$ cat src/rtl/display_timing_pkg.sv
// Shared 480p timing constants, FSM state encoding and a window-compare helper
// for the display timing generator.
package display_timing_pkg;

  localparam int H_RES_480  = 640;
  localparam int H_FP_480   = 16;
  localparam int H_SYNC_480 = 96;
  localparam int H_BP_480   = 48;
  localparam int H_TOT_480  = H_RES_480 + H_FP_480 + H_SYNC_480 + H_BP_480;

  localparam int V_RES_480  = 480;
  localparam int V_FP_480   = 10;
  localparam int V_SYNC_480 = 2;
  localparam int V_BP_480   = 33;
  localparam int V_TOT_480  = V_RES_480 + V_FP_480 + V_SYNC_480 + V_BP_480;

  typedef enum logic [1:0] {
    ST_IDLE  = 2'd0,
    ST_RUN   = 2'd1,
    ST_DRAIN = 2'd2
  } state_t;

  // True when lo <= pos < hi.
  function automatic logic in_window(input logic [9:0] pos,
                                     input logic [9:0] lo,
                                     input logic [9:0] hi);
    return (pos >= lo) && (pos < hi);
  endfunction

endpackage

$ cat src/rtl/display_timing_480p_pix_ce.sv
// Pixel clock-enable generator: free-running divide-by-CE_DIV counter whose
// registered pix_stb marks the last system-clock cycle of each pixel period.
module pix_ce_gen
  import display_timing_pkg::*;
#(
  parameter int CE_DIV = 4
) (
  input  logic clk_100m,
  input  logic rst,
  output logic pix_stb
);

  localparam int DW = $clog2(CE_DIV);
  localparam logic [DW-1:0] DIV_LAST = DW'(CE_DIV - 1);
  localparam logic [DW-1:0] DIV_PRE  = DW'(CE_DIV - 2);
  localparam logic [DW-1:0] DIV_ONE  = DW'(1);

  logic [DW-1:0] div_r;

  // Divider and strobe; pix_stb is raised one cycle early so it lines up with div_r == CE_DIV-1.
  always_ff @(posedge clk_100m or posedge rst) begin
    if (rst) begin
      div_r   <= '0;
      pix_stb <= 1'b0;
    end else begin
      if (div_r == DIV_LAST) begin
        div_r <= '0;
      end else begin
        div_r <= div_r + DIV_ONE;
      end
      pix_stb <= (div_r == DIV_PRE);
    end
  end

endmodule

$ cat src/rtl/display_timing_480p.sv
// Display timing generator with run/idle control that starts and stops video
// only on frame boundaries; all pixel-rate outputs update after pix_stb.
module display_timing_480p
  import display_timing_pkg::*;
#(
  parameter int   H_RES  = H_RES_480,
  parameter int   H_FP   = H_FP_480,
  parameter int   H_SYNC = H_SYNC_480,
  parameter int   H_BP   = H_BP_480,
  parameter int   V_RES  = V_RES_480,
  parameter int   V_FP   = V_FP_480,
  parameter int   V_SYNC = V_SYNC_480,
  parameter int   V_BP   = V_BP_480,
  parameter logic H_POL  = 1'b0,
  parameter logic V_POL  = 1'b0,
  parameter int   CE_DIV = 4,
  parameter int   FC_W   = 16
) (
  input  logic            clk_100m,
  input  logic            rst,
  input  logic            en,
  output logic            pix_stb,
  output logic [9:0]      sx,
  output logic [9:0]      sy,
  output logic            hsync,
  output logic            vsync,
  output logic            de,
  output logic            line_start,
  output logic            frame_start,
  output logic            vblank_start,
  output logic            running,
  output logic [FC_W-1:0] frame_count
);

  localparam int H_TOT = H_RES + H_FP + H_SYNC + H_BP;
  localparam int V_TOT = V_RES + V_FP + V_SYNC + V_BP;

  localparam logic [9:0] H_LAST    = 10'(H_TOT - 1);
  localparam logic [9:0] V_LAST    = 10'(V_TOT - 1);
  localparam logic [9:0] H_ACT     = 10'(H_RES);
  localparam logic [9:0] V_ACT     = 10'(V_RES);
  localparam logic [9:0] H_SYNC_LO = 10'(H_RES + H_FP);
  localparam logic [9:0] H_SYNC_HI = 10'(H_RES + H_FP + H_SYNC);
  localparam logic [9:0] V_SYNC_LO = 10'(V_RES + V_FP);
  localparam logic [9:0] V_SYNC_HI = 10'(V_RES + V_FP + V_SYNC);
  localparam logic [FC_W-1:0] FC_ONE = FC_W'(1'b1);

  state_t     state_r;
  state_t     state_nxt_s;
  logic [9:0] sx_nxt_s;
  logic [9:0] sy_nxt_s;
  logic       last_px_s;
  logic       frame_done_s;
  logic       active_nxt_s;

  pix_ce_gen #(.CE_DIV(CE_DIV)) u_pix_ce (
    .clk_100m (clk_100m),
    .rst      (rst),
    .pix_stb  (pix_stb)
  );

  // Next state and next raster position; counters hold while idle.
  always_comb begin
    state_nxt_s  = state_r;
    sx_nxt_s     = sx;
    sy_nxt_s     = sy;
    last_px_s    = (sx == H_LAST) && (sy == V_LAST);
    frame_done_s = 1'b0;

    case (state_r)
      ST_IDLE: begin
        if (pix_stb && en) begin
          state_nxt_s = ST_RUN;
        end else begin
          state_nxt_s = ST_IDLE;
        end
      end
      ST_RUN: begin
        if (!en) begin
          state_nxt_s = ST_DRAIN;
        end else begin
          state_nxt_s = ST_RUN;
        end
      end
      ST_DRAIN: begin
        // A re-request wins over the end-of-frame stop.
        if (en) begin
          state_nxt_s = ST_RUN;
        end else if (pix_stb && last_px_s) begin
          state_nxt_s = ST_IDLE;
        end else begin
          state_nxt_s = ST_DRAIN;
        end
      end
      default: begin
        state_nxt_s = ST_IDLE;
      end
    endcase

    if (pix_stb && (state_r != ST_IDLE)) begin
      frame_done_s = last_px_s;
      if (sx == H_LAST) begin
        sx_nxt_s = 10'd0;
        if (sy == V_LAST) begin
          sy_nxt_s = 10'd0;
        end else begin
          sy_nxt_s = sy + 10'd1;
        end
      end else begin
        sx_nxt_s = sx + 10'd1;
      end
    end else begin
      frame_done_s = 1'b0;
    end

    active_nxt_s = (state_nxt_s != ST_IDLE);
  end

  // Registered raster state and video outputs, all derived from the next position.
  always_ff @(posedge clk_100m or posedge rst) begin
    if (rst) begin
      state_r     <= ST_IDLE;
      sx          <= 10'd0;
      sy          <= 10'd0;
      hsync       <= ~H_POL;
      vsync       <= ~V_POL;
      de          <= 1'b0;
      running     <= 1'b0;
      frame_count <= '0;
    end else begin
      state_r <= state_nxt_s;
      sx      <= sx_nxt_s;
      sy      <= sy_nxt_s;
      hsync   <= (active_nxt_s && in_window(sx_nxt_s, H_SYNC_LO, H_SYNC_HI)) ? H_POL : ~H_POL;
      vsync   <= (active_nxt_s && in_window(sy_nxt_s, V_SYNC_LO, V_SYNC_HI)) ? V_POL : ~V_POL;
      de      <= active_nxt_s && (sx_nxt_s < H_ACT) && (sy_nxt_s < V_ACT);
      running <= active_nxt_s;
      if (frame_done_s) begin
        frame_count <= frame_count + FC_ONE;
      end else begin
        frame_count <= frame_count;
      end
    end
  end

  assign line_start   = pix_stb & running & (sx == 10'd0);
  assign frame_start  = line_start & (sy == 10'd0);
  assign vblank_start = line_start & (sy == V_ACT);

endmodule

$ cat config.mk
export PLATFORM = sky130hd
export DESIGN_NAME = display_timing_480p
export DESIGN_NICKNAME = d
export VERILOG_FILES = /design/src/rtl/display_timing_pkg.sv /design/src/rtl/display_timing_480p_pix_ce.sv /design/src/rtl/display_timing_480p.sv
export SDC_FILE = /design/constraint.sdc
export NUM_CORES = 1
export LEC_CHECK = 0
export CORE_MARGIN = 5
export CORE_UTILIZATION = 55
export DETAILED_ROUTE_END_ITERATION = 10
export HOLD_SLACK_MARGIN = 0.15
export PLACE_DENSITY = 0.85
export REMOVE_ABC_BUFFERS = 1
export SYNTH_ARGS = -nofsm -noshare
export SYNTH_HDL_FRONTEND = slang
export SYNTH_SLANG_ARGS = --single-unit
$ cat constraint.sdc
create_clock -name clk_100m -period 5.4 [get_ports clk_100m]
set_input_delay 0.54 -clock clk_100m [delete_from_list [all_inputs] [get_ports clk_100m]]
set_output_delay 0.54 -clock clk_100m [all_outputs]
set_load 0.005 [all_outputs]
# Yosys cells after proc, flatten, opt, wreduce, memory -nomap -nowiden
# Cells that the tools add are included.
# W data, S select, Z words.
dict set report word_totals {
  latchBits 0
  elab_cells 60
  mem_count 0
  ram_bits 0
  romBits 0
  regBits 45
}
dict set report classes {
  bitwise_logic 4
  n_mux 14
  addsub 4
  order_cmp 6
  n_div 0
  reduce_logical 15
  shifts 0
  multipliers 0
  n_eq_ne 7
}
# op n
set ops {}
lappend ops {{$mux W10} 5}
lappend ops {{$add A10 B1 Y10 const B} 2}
lappend ops {{$eq A10 B10 Y1 const B} 2}
lappend ops {{$logic_not A10 Y1} 2}
lappend ops {{$lt A10 B10 Y1 const B} 2}
lappend ops {{$lt A10 B9 Y1 const B} 2}
lappend ops {{$add A16 B1 Y16 const B} 1}
lappend ops {{$eq A10 B9 Y1 const B} 1}
lappend ops {{$ge A10 B10 Y1 const B} 1}
lappend ops {{$ge A10 B9 Y1 const B} 1}
lappend ops {{$logic_and A1 B1 Y1} 10}
lappend ops {{$mux W2} 4}
lappend ops {{$eq A2 B2 Y1 const B} 3}
lappend ops {{$pmux W2 S3} 1}
lappend ops {{$and A1 B1 Y1} 4}
lappend ops {{$mux W1} 4}
lappend ops {{$reduce_bool A2 Y1} 2}
lappend ops {{$add A2 B1 Y2 const B} 1}
lappend ops {{$eq A2 B1 Y1 const B} 1}
lappend ops {{$logic_not A2 Y1} 1}

# Longest topological paths before layout
dict set report logic_depth {
  word_depth 9
  depth_mapped 10
  mapped_depth_nobuf 8
}

# Hierarchy
# From an unflattened synthesis, not the netlist that was laid out.
dict set report unflattened {
  cells_unflattened 217
  hier_area_um2 2240.9
}
# mod cells_each instances seq_area_each_um2 area_per_inst_um2
set by_module_without_submodules {}
lappend by_module_without_submodules {display_timing_480p 208 1 1053.5 2125.8}
lappend by_module_without_submodules {pix_ce_gen 9 1 75.1 115.1}

# Worst setup path before layout
# Ideal clock, no wire load.
dict set report synth_timing {
  path_kind {flip-flop to flip-flop}
  start {reg sy[7]}
  end {reg frame_count[15]}
  setup_slack_ns 2.626
  n_path_buf 2
  t_arrival_ns 2.651
  path_stages_with_launch 8
  cell_sequence {dfrtp_1 > or4_4 > or4_1 > buf_2 > or3_1 > buf_2 > or4_4 > xnor2_2}
}
dict set report synth_via {
  elab_chain_len 3
}
# element line
set synth_rtl {}
lappend synth_rtl {{from (decl)} display_timing_480p.sv:24} ;# output logic [9:0] sy,
lappend synth_rtl {{from (signal assigned)} display_timing_480p.sv:133} ;# sy <= sy_nxt_s;
lappend synth_rtl {{$eq A10 B10 Y1} display_timing_480p.sv:67} ;# last_px_s = (sx == H_LAST) && (sy == V_LAST);
lappend synth_rtl {{$logic_and A1 B1 Y1} display_timing_480p.sv:67}
lappend synth_rtl {{$mux W1} display_timing_480p.sv:100} ;# if (pix_stb && (state_r != ST_IDLE)) begin
lappend synth_rtl {{to (signal assigned)} display_timing_480p.sv:139} ;# frame_count <= frame_count + FC_ONE;
lappend synth_rtl {{to (signal assigned)} display_timing_480p.sv:141} ;# frame_count <= frame_count;
lappend synth_rtl {{to (decl)} display_timing_480p.sv:32} ;# output logic [FC_W-1:0] frame_count
# No other way between the ends.
# A chain may end at the register's enable or synchronous reset.

# Worst setup path after layout
dict set report layout_timing {
  start {reg sx[0]}
  end {out vblank_start}
}
dict set report layout_via {
  elab_chain_len 3
}
# element line
set layout_rtl {}
lappend layout_rtl {{from (decl)} display_timing_480p.sv:23} ;# output logic [9:0] sx,
lappend layout_rtl {{from (signal assigned)} display_timing_480p.sv:132} ;# sx <= sx_nxt_s;
lappend layout_rtl {{$logic_not A10 Y1} display_timing_480p.sv:146} ;# assign line_start = pix_stb & running & (sx == 10'd0);
lappend layout_rtl {{$and A1 B1 Y1} display_timing_480p.sv:146}
lappend layout_rtl {{$and A1 B1 Y1} display_timing_480p.sv:148} ;# assign vblank_start = line_start & (sy == V_ACT);
lappend layout_rtl {{to (decl)} display_timing_480p.sv:30} ;# output logic vblank_start,
# No other way between the ends.

==> results.py <==
metrics = {
    "logic_synthesis": {
        "ys_seq_area_share_pct": 48.6,
        "ys_ff_latch": 45,
        "synth_top_area_share_pct": 46.3,
        "synth_top_area_cell": "dfrtp_1",
        "synth_area_sq_um": 2320,
        "synthArstFlopShare_pct": 100,
        "synth_top_flop_cell": "dfrtp_1",
        "syn_inst": 240,
        "yosysWarnings": 0,
        "synth-edff-count": 0,
        "syn_avg_cell_area_sq_um": 9.68,
        "synthTopCellsByArea": "dfrtp_1 46%, xnor2_1 5.7%, nand2_1 4.7%",
        "ys_types": 39,
    },
    "timing": {
        "hold_ws_ns": 0.465,
        "finalSetupViolations": 0,
        "min_period_ns": 3.27,
        "setup_tns_ns": 0,
        "finalWorstSetupSlack_ns": 2.13,
        "slew_viol_final": 0,
        "max_freq_mhz": 306,
        "slew-limit-headroom_pct": 38.7,
        "hold_violations": 0,
        "clock_skew_ns": 0.00873,
        "grt_setup_unrepaired": "no",
        "worst_pin_slew_ns": 0.911,
        "period_share_pct": 60.6,
    },
    "critical_path": {
        "worst_setup_path_start_kind": "flop",
        "arrival_ns": 2.73,
        "critPathLaunch": "sx[0]",
        "critPathSlowestCell": "clkdlybuf4s50_1",
        "crit_chain": "inv_1 -> ha_1 -> and4b_1 -> nand3_1 -> nor4_1 -> nand2_1 -> nor4b_1 -> clkdlybuf4s50_1",
        "crit_end": "vblank_start",
        "crit_type": "reg2out",
        "crit_path_end_kind": "primary output",
        "rr_worst_depth": 5,
        "crit_fanout": 7,
        "r2r_start": "sy[7]",
        "reg2reg_to": "frame_count[15]",
        "slowest_delay_ns": 0.56,
        "r2r_setup_slack_ns": 2.59,
        "worstPathRequired_ns": 4.86,
    },
    "routing": {
        "ant_nets": 0,
        "drt-total-wl_mm": 5.13,
        "firstDrtPassIters": 4,
        "route.detailed.drc": 0,
        "via_per_inst": 5.66,
        "drt_iter0_markers": 252,
        "via_count": 1908,
        "routedWlPerCell_um": 15.2,
    },
    "layout": {
        "fillers": 315,
        "area_growth_pct": 26.4,
        "finalInstanceArea_sq_um": 2940,
        "nets": 296,
        "final_common_cell": "clkdlybuf4s50_1",
        "final_cell_mix": "46 x clkdlybuf4s50_1, 43 x dfrtp_1, 29 x nand2_1",
        "fin_util_pct": 72.4,
        "n_antenna_cell": 0,
        "final_layout_size_suffix_gt1_share_pct": 6.62,
    },
    "floorplanning": {
        "ioPinCount": 47,
        "rows": 23,
        "initial_core_util_pct": 57.3,
        "die_h_um": 75.0,
        "chipWidth_um": 75.0,
        "coreArea_sq_um": 4060,
        "dieArea_sq_um": 5620,
    },
    "pwr": {
        "leakage_nw": 1.25,
        "p_per_area_nw_per_um2": 242,
        "ir_worst_vdd_mv": 0.226,
    },
    "grt": {
        "grt_max_degree": 46,
        "antenna_found_initial": 0,
        "grt_pass1_vias": 1838,
        "grt_pass1_wl_mm": 8.74,
        "grt_usage_pct": 20.1,
        "grt.overflow.total": 0,
    },
    "clock_network": {
        "cts_hold_buffers": 0,
        "cts_tree": "yes",
        "cts.sinks": 45,
        "cts_setup_buffers": 0,
        "post_cts_resized": 0,
        "clk_pin_slew_ns": 0.09,
        "numCtsBuffers": 5,
        "htreeDepth": 2,
        "clock_path_buffers": 2,
        "root_buffer": "clkbuf_8",
        "clock_latency_ns": 0.30,
    },
    "hold_path": {
        "hold_path.class": "reg2reg",
        "hold_path_depth": 1,
    },
    "place": {
        "preCtsSetupSlack_ns": 2.50,
        "post-dp-hpwl_mm": 3.65,
        "place_congestion": 0.884,
        "port_buffers": 46,
        "place_area_sq_um": 2830,
    },
    "run": {
        "maxCapViolCount": 0,
    },
    "status": {
        "status": "completed",
    },
}
==> worst max-delay path, delay by kind of cell (launching register included) <==
family        cells  cell delay [ns]
simple gates      5             1.17
buf+inv           2             0.65
flops             1             0.47
fa+ha+maj         1             0.14
==> metrics by stage <==
stage | instances | power [mW]
finish | 337 | 0.712
floorplan | 231 | 0.414
global route | 337 | 0.743
global placement | 329 | 0.458
detailed placement | 329 | 0.461
CTS | 337 | 0.717
==> registers in the layout (all words and copies together), names as in the netlist <==
register	count
de	1
frame_count	16
hsync	1
running	1
state_r	2
sx	10
sy	10
u_pix_ce.div_r	2
u_pix_ce.pix_stb	1
vsync	1
==> report_power, final <==
group          switching, mW  internal, mW
Combinational         0.0328        0.0422
Clock                  0.117         0.139
Sequential            0.0286         0.352
==> logic make-up (layout without fill, tap and decap cells) <==
kind of cell,count (synthesis),count (layout),share of synthesized area [%]
AND/OR/NAND/NOR,113,113,25.5
XOR/XNOR,25,25,9.75
flip-flops,45,45,48.6
adder cells (fa/ha/maj),7,7,3.77
multiplexers,2,2,0.969
buffers and inverters,20,67,3.34
AO/OA/AOI/OAI,28,28,8.08
==> cells in the mapped netlist, drive strengths merged, types with 2 or more instances <==
cell type / number
nor2: 21
nor4: 5
buf: 2
nor2b: 2
xnor2: 16
nor3: 7
o31ai: 2
xor2: 9
and3: 4
dfrtp: 43
a21oi: 5
a21o: 2
nand4b: 3
nand4: 8
nand2: 29
dfstp: 2
clkbuf: 7
nand2b: 3
nor4b: 3
or3: 4
or4: 6
inv: 11
ha: 7
o211ai: 2
mux2: 2
and4: 2
nand3: 15
o21ai: 9
==> layer usage <==
layer / share of wire [%] / track usage, % / vias up
met5: 0 / 0 / -
met3: 5.8 / 4.94 / 13
li1: - / - / 938
met1: 44 / 27.4 / 892
met4: 2.1 / 5.53 / 0
met2: 48 / 32.1 / 65
==> worst min path at each step <==
| stage | slack [ns] | endpoint | from |
|---|---|---|---|
| after global placement | 0.44 | u_pix_ce.div_r[0] | u_pix_ce.div_r[0] |
| after CTS | 0.47 | u_pix_ce.div_r[0] | u_pix_ce.div_r[0] |
| after floorplan | 0.43 | u_pix_ce.div_r[0] | u_pix_ce.div_r[0] |
| final | 0.47 | u_pix_ce.div_r[0] | u_pix_ce.div_r[0] |
| after global routing | 0.52 | u_pix_ce.div_r[0] | u_pix_ce.div_r[0] |
| after detailed placement | 0.46 | u_pix_ce.div_r[0] | u_pix_ce.div_r[0] |
==> area by class of cell <==
| class | instances | area (sq um) | share of cell area (%) |
|---|---|---|---|
| flip-flops and latches | 45 | 1130 | 38.4 |
| multi-input cells | 175 | 1120 | 38.0 |
| repair buffers | 48 | 475 | 16.2 |
| clock buffers | 6 | 72.6 | 2.47 |
| well taps | 50 | 62.6 | 2.13 |
| inverters | 11 | 41.3 | 1.41 |
| clock inverters | 2 | 38.8 | 1.32 |
Power figures use the tool's default switching activity.
